[src/rtl/adc_tx_pkg.sv]
// rtl/adc_tx_pkg.sv - shared types and constants for the ADC acquisition/UART sequencer
package adc_tx_pkg;

  typedef enum logic [2:0] {S_IDLE, S_CONV, S_NEXT, S_LOAD, S_WAIT, S_DONE} state_t;
  typedef enum logic [2:0] {G_HDR, G_MSK, G_HI, G_LO, G_CSM, G_END} seg_t;

  localparam logic [7:0] HDR_BYTE    = 8'hA5;
  localparam int         SPI_PERIODS = 24;
  localparam int         RES_W       = 12;

  function automatic logic [2:0] lowest_set(input logic [7:0] m);
    logic [2:0] r;
    r = 3'd0;
    for (int i = 7; i >= 0; i--)
      if (m[i]) r = 3'(i);
    return r;
  endfunction

endpackage

[src/rtl/adc_spi_xfer.sv]
// rtl/adc_spi_xfer.sv - one 24-period ADC SPI transaction: 8-bit command out, 12-bit result in
module adc_spi_xfer import adc_tx_pkg::*; #(
  parameter int KMAX = 39
) (
  input  logic             clk_i,
  input  logic             rst_i,
  input  logic             start_i,
  input  logic [7:0]       cmd_i,
  input  logic             miso_i,
  output logic             cs_o,
  output logic             dclk_o,
  output logic             mosi_o,
  output logic             done_o,
  output logic [RES_W-1:0] result_o
);

  localparam int CW = $clog2(KMAX + 2);

  logic             act_q, lead_q, half_q;
  logic [4:0]       per_q;
  logic [CW-1:0]    cnt_q;
  logic [7:0]       cmd_q;
  logic [RES_W-1:0] sh_q;
  logic             cs_q, dclk_q, mosi_q, done_q;
  logic             tick;

  assign tick = (cnt_q == CW'(KMAX));

  // A lead-in half period with cs high guarantees the inter-transaction gap.
  always_ff @(posedge clk_i) begin
    if (rst_i) begin
      act_q <= 1'b0; lead_q <= 1'b0; half_q <= 1'b0; per_q <= '0; cnt_q <= '0;
      cmd_q <= '0; sh_q <= '0; cs_q <= 1'b1; dclk_q <= 1'b0; mosi_q <= 1'b0; done_q <= 1'b0;
    end else begin
      done_q <= 1'b0;
      if (!act_q) begin
        if (start_i) begin
          act_q <= 1'b1; lead_q <= 1'b1; cnt_q <= '0; cmd_q <= cmd_i;
        end
      end else begin
        cnt_q <= tick ? '0 : cnt_q + CW'(1);
        if (tick) begin
          if (lead_q) begin
            lead_q <= 1'b0; cs_q <= 1'b0; per_q <= '0; half_q <= 1'b0;
            mosi_q <= cmd_q[7]; cmd_q <= {cmd_q[6:0], 1'b0};
          end else if (!half_q) begin
            half_q <= 1'b1; dclk_q <= 1'b1;
            if (per_q >= 5'd12) sh_q <= {sh_q[RES_W-2:0], miso_i};
          end else begin
            half_q <= 1'b0; dclk_q <= 1'b0;
            if (per_q == 5'(SPI_PERIODS - 1)) begin
              cs_q <= 1'b1; mosi_q <= 1'b0; act_q <= 1'b0; done_q <= 1'b1;
            end else begin
              per_q <= per_q + 5'd1;
              mosi_q <= cmd_q[7]; cmd_q <= {cmd_q[6:0], 1'b0};
            end
          end
        end
      end
    end
  end

  assign cs_o     = cs_q;
  assign dclk_o   = dclk_q;
  assign mosi_o   = mosi_q;
  assign done_o   = done_q;
  assign result_o = sh_q;

endmodule

[src/rtl/rs232_tx.sv]
// rtl/rs232_tx.sv - 8N1 UART transmitter with st_i/eot_o handshake, LSB first
module rs232_tx #(
  parameter int BAUD = 10415
) (
  input  logic       clk_i,
  input  logic       rst_i,
  input  logic       st_i,
  input  logic [7:0] data_i,
  output logic       tx_o,
  output logic       eot_o
);

  logic        busy_q, tx_q, eot_q;
  logic [3:0]  bit_q;
  logic [31:0] cnt_q;
  logic [8:0]  sh_q;

  always_ff @(posedge clk_i) begin
    if (rst_i) begin
      busy_q <= 1'b0; tx_q <= 1'b1; eot_q <= 1'b0; bit_q <= '0; cnt_q <= '0; sh_q <= '0;
    end else begin
      eot_q <= 1'b0;
      if (!busy_q) begin
        if (st_i) begin
          busy_q <= 1'b1; sh_q <= {1'b1, data_i}; tx_q <= 1'b0; bit_q <= '0; cnt_q <= '0;
        end
      end else if (cnt_q == 32'(BAUD - 1)) begin
        cnt_q <= '0;
        if (bit_q == 4'd9) begin
          busy_q <= 1'b0; eot_q <= 1'b1; tx_q <= 1'b1;
        end else begin
          bit_q <= bit_q + 4'd1; tx_q <= sh_q[0]; sh_q <= {1'b1, sh_q[8:1]};
        end
      end else begin
        cnt_q <= cnt_q + 32'd1;
      end
    end
  end

  assign tx_o  = tx_q;
  assign eot_o = eot_q;

endmodule

[src/rtl/adc_tx_nch_seq.sv]
// rtl/adc_tx_nch_seq.sv - multi-channel ADC acquisition sequencer sending each frame over UART
module adc_tx_nch_seq import adc_tx_pkg::*; #(
  parameter int NCH    = 2,
  parameter int KMAX   = 39,
  parameter int BAUD   = 10415,
  parameter int PERIOD = 0
) (
  input  logic             clk_i,
  input  logic             rst_i,
  input  logic             trig_i,
  input  logic             en_i,
  input  logic [NCH-1:0]   ch_mask_i,
  input  logic             miso_i,
  output logic             mosi_o,
  output logic             dclk_o,
  output logic             cs_o,
  output logic             tx_o,
  output logic [RES_W-1:0] dout_o,
  output logic [2:0]       ch_o,
  output logic             dvalid_o,
  output logic             busy_o,
  output logic             eoa_o,
  output logic             ovr_o
);

  state_t           state_q;
  seg_t             seg_q;
  logic [7:0]       mask_q, csum_q, txd_q, mask_in, rem, byte_d;
  logic [2:0]       ch_q, cho_q, first_in, first_q, next_idx;
  logic [RES_W-1:0] res_q [8];
  logic [RES_W-1:0] dout_q, spi_res;
  logic [31:0]      tmr_q;
  logic             tick, trig, has_next, load, eot, spi_done;
  logic             st_q, spi_start_q, dvalid_q, busy_q, eoa_q, ovr_q;

  assign mask_in  = 8'(ch_mask_i);
  assign first_in = lowest_set(mask_in);
  assign first_q  = lowest_set(mask_q);
  assign rem      = mask_q & ~((8'd2 << ch_q) - 8'd1);
  assign next_idx = lowest_set(rem);
  assign has_next = |rem;
  assign tick     = (PERIOD > 0) && en_i && (tmr_q == 32'(PERIOD - 1));
  assign trig     = trig_i || tick;
  assign load     = (state_q == S_NEXT && !has_next) || (state_q == S_WAIT && eot && seg_q != G_END);

  always_comb begin
    byte_d = 8'h00;
    case (seg_q)
      G_HDR:   byte_d = HDR_BYTE;
      G_MSK:   byte_d = mask_q;
      G_HI:    byte_d = {4'h0, res_q[ch_q][11:8]};
      G_LO:    byte_d = res_q[ch_q][7:0];
      G_CSM:   byte_d = csum_q;
      default: byte_d = 8'h00;
    endcase
  end

  always_ff @(posedge clk_i) begin
    if (rst_i) begin
      state_q <= S_IDLE; seg_q <= G_HDR; mask_q <= '0; csum_q <= '0; txd_q <= '0;
      ch_q <= '0; cho_q <= '0; dout_q <= '0; tmr_q <= '0; st_q <= 1'b0; spi_start_q <= 1'b0;
      dvalid_q <= 1'b0; busy_q <= 1'b0; eoa_q <= 1'b0; ovr_q <= 1'b0;
      for (int i = 0; i < 8; i++) res_q[i] <= '0;
    end else begin
      dvalid_q <= 1'b0; eoa_q <= 1'b0; ovr_q <= 1'b0; spi_start_q <= 1'b0; st_q <= 1'b0;
      tmr_q <= (PERIOD > 0 && en_i && !tick) ? tmr_q + 32'd1 : '0;
      if (trig && state_q != S_IDLE) ovr_q <= 1'b1;
      case (state_q)
        S_IDLE: if (trig && mask_in != 8'h00) begin
          mask_q <= mask_in; ch_q <= first_in; busy_q <= 1'b1;
          spi_start_q <= 1'b1; seg_q <= G_HDR; state_q <= S_CONV;
        end
        S_CONV: if (spi_done) begin
          dout_q <= spi_res; cho_q <= ch_q; dvalid_q <= 1'b1;
          res_q[ch_q] <= spi_res; state_q <= S_NEXT;
        end
        S_NEXT: if (has_next) begin
          ch_q <= next_idx; spi_start_q <= 1'b1; state_q <= S_CONV;
        end else begin
          state_q <= S_LOAD;
        end
        S_LOAD: state_q <= S_WAIT;
        S_WAIT: if (eot) begin
          if (seg_q == G_END) begin
            eoa_q <= 1'b1; busy_q <= 1'b0; state_q <= S_DONE;
          end else begin
            state_q <= S_LOAD;
          end
        end
        default: state_q <= S_IDLE;
      endcase
      // Byte issue: the header resets the checksum, every later byte except the checksum folds in.
      if (load) begin
        st_q <= 1'b1; txd_q <= byte_d;
        case (seg_q)
          G_HDR: begin csum_q <= 8'h00; seg_q <= G_MSK; end
          G_MSK: begin csum_q <= csum_q ^ byte_d; ch_q <= first_q; seg_q <= G_HI; end
          G_HI:  begin csum_q <= csum_q ^ byte_d; seg_q <= G_LO; end
          G_LO: begin
            csum_q <= csum_q ^ byte_d;
            if (has_next) begin ch_q <= next_idx; seg_q <= G_HI; end
            else seg_q <= G_CSM;
          end
          default: seg_q <= G_END;
        endcase
      end
    end
  end

  adc_spi_xfer #(.KMAX(KMAX)) u_spi (
    .clk_i(clk_i), .rst_i(rst_i), .start_i(spi_start_q), .cmd_i({2'b11, ch_q, 3'b000}),
    .miso_i(miso_i), .cs_o(cs_o), .dclk_o(dclk_o), .mosi_o(mosi_o),
    .done_o(spi_done), .result_o(spi_res)
  );

  rs232_tx #(.BAUD(BAUD)) u_uart (
    .clk_i(clk_i), .rst_i(rst_i), .st_i(st_q), .data_i(txd_q), .tx_o(tx_o), .eot_o(eot)
  );

  assign dout_o   = dout_q;
  assign ch_o     = cho_q;
  assign dvalid_o = dvalid_q;
  assign busy_o   = busy_q;
  assign eoa_o    = eoa_q;
  assign ovr_o    = ovr_q;

endmodule

[config.mk]
export PLATFORM = sky130hd
export DESIGN_NAME = adc_tx_nch_seq
export DESIGN_NICKNAME = d
export VERILOG_FILES = /design/src/rtl/adc_tx_pkg.sv /design/src/rtl/adc_spi_xfer.sv /design/src/rtl/rs232_tx.sv /design/src/rtl/adc_tx_nch_seq.sv
export SDC_FILE = /design/constraint.sdc
export NUM_CORES = 1
export LEC_CHECK = 0
export BUFFER_PORTS_ARGS = -buffer_cell sky130_fd_sc_hd__buf_4
export CAP_MARGIN = 25
export CORE_MARGIN = 2
export CORE_UTILIZATION = 55
export CTS_BUF_LIST = sky130_fd_sc_hd__clkbuf_8 sky130_fd_sc_hd__clkbuf_16
export DETAILED_ROUTE_END_ITERATION = 10
export GPL_TIMING_DRIVEN = 0
export HOLD_SLACK_MARGIN = 0.12
export PLACE_DENSITY = 0.72
export REMOVE_ABC_BUFFERS = 1
export SETUP_SLACK_MARGIN = 0.02
export SYNTH_ARGS = -nofsm -noshare
export SYNTH_HDL_FRONTEND = slang
export SYNTH_HIERARCHICAL = 1
export SYNTH_SLANG_ARGS = --single-unit
[constraint.sdc]
create_clock -name clk_i -period 2.6 [get_ports clk_i]
set_clock_uncertainty 0.05 [all_clocks]
set_input_delay 0 -clock clk_i [delete_from_list [all_inputs] [get_ports clk_i]]
set_output_delay 0 -clock clk_i [all_outputs]
set_load 0.1 [all_outputs]
# Yosys cells after proc, flatten, opt, wreduce, memory -nomap -nowiden
# Memories as Yosys holds them, arrays and structs flattened. A register that Yosys moved wholly into a read port is not among the register bits.
# Index checks and enable logic that the tools add are counted.
op_classes:
  n_lt_le_gt_ge: 1
  bitwise: 11
  shift: 1
  eq_ne: 24
  addsub: 5
  reduce_logical: 41
  mux: 101
op_table:
  columns: ["op", "n"]
  rows:
  - ["$mux 32", 3]
  - ["$mux 3", 23]
  - ["$mux 8", 6]
  - ["$mux 1", 45]
  - ["$pmux 8 s5", 1]
  - ["$mux 9", 4]
  - ["$add 32x1->32 const B", 1]
  - ["$eq 32x14->1 const B", 1]
  - ["$mux 6", 3]
  - ["$mux 4", 4]
  - ["$pmux 8 s2", 1]
  - ["$reduce_and 4->1", 4]
  - ["$reduce_bool 2->1", 8]
  - ["$mux 5", 3]
  - ["$pmux 3 s5", 1]
  - ["$reduce_and 2->1", 7]
  - ["$eq 3x2->1 const B", 4]
  - ["$mux 12", 1]
  - ["$pmux 3 s2", 2]
  - ["$pmux 3 s4", 1]
  - ["$reduce_and 3->1", 4]
  - ["$reduce_or 12->1", 1]
  - ["$eq 3x3->1 const B", 3]
  - ["$ne 3x3->1 const B", 3]
  - ["28 further kinds", 50]
word_totals:
  mem_bits_rw: 96
  mem_count: 1
  reg_bits: 134
mem_list:
  columns: ["name", "depth", "word_bits", "read_ports", "rd_clocked_by_memory_dff", "write_ports", "line_no", "rtl"]
  rows:
  - ["res_q", 8, 12, 1, 1, 8, "adc_tx_nch_seq.sv:30", "logic [RES_W-1:0] res_q [8];"]

# Logic depth before layout (Yosys ltp)
logic_depth:
  word_depth: 18
  ltp_mapped: 9
  depth_no_buf: 7

# Hierarchy
# Netlist, hierarchy kept.
modules_own_cells:
  columns: ["mod", "instances", "area_per_inst_um2", "cells_each"]
  rows:
  - ["adc_tx_nch_seq", 1, 6582.6, 587]
  - ["rs232_tx", 1, 2621.3, 327]
  - ["adc_spi_xfer", 1, 1686.6, 189]

# Least setup slack after synthesis
# No wires, ideal clock.
synth_timing:
  path_kind: "register -> register"
  startpoint: "register state_q[2]"
  endpoint: "memory res_q[2][0] (enable)"
  stages_incl_launch_ff: 7
  slack_ns: 0.685
  arrival_ns: 1.544
  setup_time_ns: 0.321
  path_buffers: 1
  cell_sequence: "dfxtp_1 buf_2 nor2_1 nand3_1 or3_1 nor2_1 or2_2"
synth_rtl:
  columns: ["item", "line_no", "rtl"]
  rows:
  - ["start: declaration", "adc_tx_nch_seq.sv:26", "state_t state_q;"]
  - ["start signal: assignment", "adc_tx_nch_seq.sv:60", "state_q <= S_IDLE; seg_q <= G_HDR; mask_q <= '0; csum_q <= '0; txd_q <= '0;"]
  - ["start signal: assignment", "adc_tx_nch_seq.sv:71", "spi_start_q <= 1'b1; seg_q <= G_HDR; state_q <= S_CONV;"]
  - ["start signal: assignment", "adc_tx_nch_seq.sv:75", "res_q[ch_q] <= spi_res; state_q <= S_NEXT;"]
  - ["end: declaration", "adc_tx_nch_seq.sv:30", null]

==> flow_metrics.env <==
export IMPL_worstSetupStartpointType="flip-flop"
export IMPL_utilization=0.627
export IMPL_std_cell_rows=51
export IMPL_r2r_start="state_q[1]"
export IMPL_core_area_um2=19500
export IMPL_drtIter0Drc=760
export IMPL_yosys_top_cells_area="edfxtp_1 26%, dfxtp_1 25%, and2_1 5.8%"
export IMPL_power_density_nw_per_um2=637
export IMPL_r2r_cells=5
export IMPL_wirelength_um=24300
export IMPL_fillCellCount=1623
export IMPL_drtPass1Iterations=7
export IMPL_slowest_delay_ps=480
export IMPL_die_x_um=145
export IMPL_final_nets=1119
export IMPL_yosys_register_bits=230
export IMPL_yosys_most_used_dff="dfxtp_1"
export IMPL_dp_slack_ps=-664
export IMPL_grt_setup_unrepaired="false"
export IMPL_grt_max_degree=85
export IMPL_clkTransAtPathRegs_ps=60
export IMPL_synthMostInstantiatedCell="dfxtp_1"
export IMPL_via_count=8274
export IMPL_min_period_ps=2420
export IMPL_drc_errors=0
export IMPL_hold_viol=0
export IMPL_routed_via_density=5.96
export IMPL_worst_path_buf_inv=0
export IMPL_cts_root_buf="clkbuf_16"
export IMPL_fin_setup_tns_ps=0
export IMPL_io_buffer_count=28
export IMPL_placedCellCount=1332
export IMPL_n_antenna_cell=0
export IMPL_post_route_cell_area_um2=12200
export IMPL_grt_usage=0.231
export IMPL_max_vdd_ir_drop_v=0.000458
export IMPL_p_leak_nw=4.21
export IMPL_cts_tree="built"
export IMPL_cts_made_buffers=25
export IMPL_cpMaxStageDelayCell="dfxtp_1"
export IMPL_ioPinCount=30
export IMPL_crit_family="simple AND/OR/NAND/NOR gates"
export IMPL_die_area_um2=20900
export IMPL_final_setup_worst_slack_ps=177
export IMPL_ys_seq_area_frac=0.511
export IMPL_slew_viol_final=0
export IMPL_grt_pass1_vias=7452
export IMPL_synth_top_cell_area_share=0.265
export IMPL_r2r_end="res_q[1][3]"
export IMPL_clkLatencyLatePin_ps=530
export IMPL_register_area_um2=5570
export IMPL_holdPathStages=4
export IMPL_hold_class="in2reg"
export IMPL_crit_fanout=16
export IMPL_cap_violations=0
export IMPL_grt_first_pass_wirelength_um=38400
export IMPL_wl_per_cell_um=17.5
export IMPL_worst_setup_path_end_kind="flip-flop"
export IMPL_regToRegSetupSlack_ps=180
export IMPL_syn_area_um2=10900
export IMPL_crit_chain="nor2_2 > and3_4 > nand3b_1 > nor2_4 > or2_2"
export IMPL_fin_cells=1389
export IMPL_synth_common_cells="134 x dfxtp_1, 107 x nand2_1, 101 x and2_1, 96 x edfxtp_1, 75 x nor2_1"
export IMPL_multi_input_area_um2=5070
export IMPL_crit_type="reg2reg"
export IMPL_min_to="u_spi/result_o[0]"
export IMPL_min_from="miso_i"
export IMPL_run_status="finished, final reports clean"
export IMPL_synthArstFlopShare=0
export IMPL_cts_max_path_buffers=3
export IMPL_cts_max_level=1
export IMPL_synth_cells=1103
export IMPL_ant_nets=0
export IMPL_syn_to_final_growth_pct=12.1
export IMPL_dp_hpwl_um=15300
export IMPL_initial_utilization=0.560
export IMPL_cp_data_required_time_ps=2750
export IMPL_synth_top_cell_by_area="edfxtp_1"
export IMPL_placed_area_um2=11200
export IMPL_report_final_setup_viol=0
export IMPL_synth_edf_count=96
export IMPL_cp_arrival_ps=2570
export IMPL_die_height_um=145
export IMPL_gr_total_overflow=0
export IMPL_yosys_warnings=6
export IMPL_max_freq_ghz=0.413
export IMPL_tightest_slew_ps=910
export IMPL_antenna_found_initial=0
export IMPL_slew_limit_headroom=0.390
export IMPL_post_synth_num_cell_types=75
export IMPL_layout_drive_gt1_share=0.125
export IMPL_finalCritPeriodShare=0.932
export IMPL_gp_congestion=0.791
export IMPL_synth_area_per_cell_um2=9.87
export IMPL_clock_sinks=230
## tightest hold or removal path: stages
cell           delay, ps
dlygate4sd3_1        540
buf_4                110
mux2i_1               50
nor2_1                80
## sequential cells by signal, indices dropped and copies added (netlist names), 5 cells and up
name and flops:
u_uart/cnt_q 32, u_spi/result_o 12, u_spi/per_q 5, csum_q 8, u_spi/cnt_q 6, dout_o 12, res_q 96, u_uart/sh_q 9
u_spi/cmd_q 8, txd_q 8
## how the worst max path moves through the flow
stage	depth (start not counted)	startpoint	to
2_1_floorplan	5	ch_q[0]	ch_q[0]
3_5_place_dp	4	state_q[0]	res_q[4][6]
6_report	5	state_q[1]	res_q[1][3]
5_1_grt	5	state_q[1]	res_q[1][1]
3_3_place_gp	3	ch_q[0]	res_q[3][3]
4_1_cts	5	state_q[1]	res_q[0][8]
## power breakdown
group	switching [W]	internal, W
registers	0.0000870	0.00385
logic	0.000243	0.000158
clock network	0.00145	0.00198
## routing by layer
layer | global-route usage | vias up | share of wire
li1 | - | 4026 | -
met1 | 0.323 | 3967 | 0.45
met2 | 0.378 | 237 | 0.48
met3 | 0.0385 | 44 | 0.054
met4 | 0.0547 | 0 | 0.022
met5 | 0 | - | 0
## metrics by stage
step	power, W	hold slack, ps
after global placement	0.00438	183
after CTS	0.00781	197
after detailed placement	0.00439	207
after global routing	0.00802	228
after floorplan	0.00426	12.4
final	0.00777	233
## repair_timing
item	CTS	global route
buffers inserted	1	4
hold endpoints to repair	56	0
endpoints found under the setup margin	180	107
hold buffers	6	0
resized for setup	20	13
pin swaps	1	3
## cell usage in the layout, fill, tap and decap left out, types with 11 or more instances in the layout
master,count
a31oi_1,27
a22oi_1,12
nand3_1,21
or3_1,11
nor4_1,14
nor2_1,68
nand2_1,107
inv_1,15
nor3_1,31
o22ai_1,32
a21oi_1,68
mux2i_1,63
edfxtp_1,96
clkbuf_16,26
o21ai_0,44
nand4_1,12
buf_4,32
nand2b_1,11
and2_1,101
dfxtp_1,132
## cell families (layout without fill, tap and decap cells)
group	count (synthesis)	after routing	share of synthesized area
AND/OR/NAND/NOR	471	471	0.240
adder cells (fa/ha/maj)	7	7	0.00804
AO/OA/AOI/OAI	237	237	0.138
flip-flops	230	230	0.511
other	2	5	0.000690
multiplexers	63	63	0.0579
buffers and inverters	83	101	0.0364
XOR/XNOR	10	10	0.00804
## final cells by class
cell class	instances	share of cell area
Clock buffer	28	0.0556
Clock inverter	18	0.0106
Inverter	12	0.00369
Multi-Input combinational cell	793	0.415
Sequential cell	230	0.456
Tap cell	265	0.0272
Timing Repair Buffer	43	0.0311
Note: power is estimated with default switching activity, not from simulation.
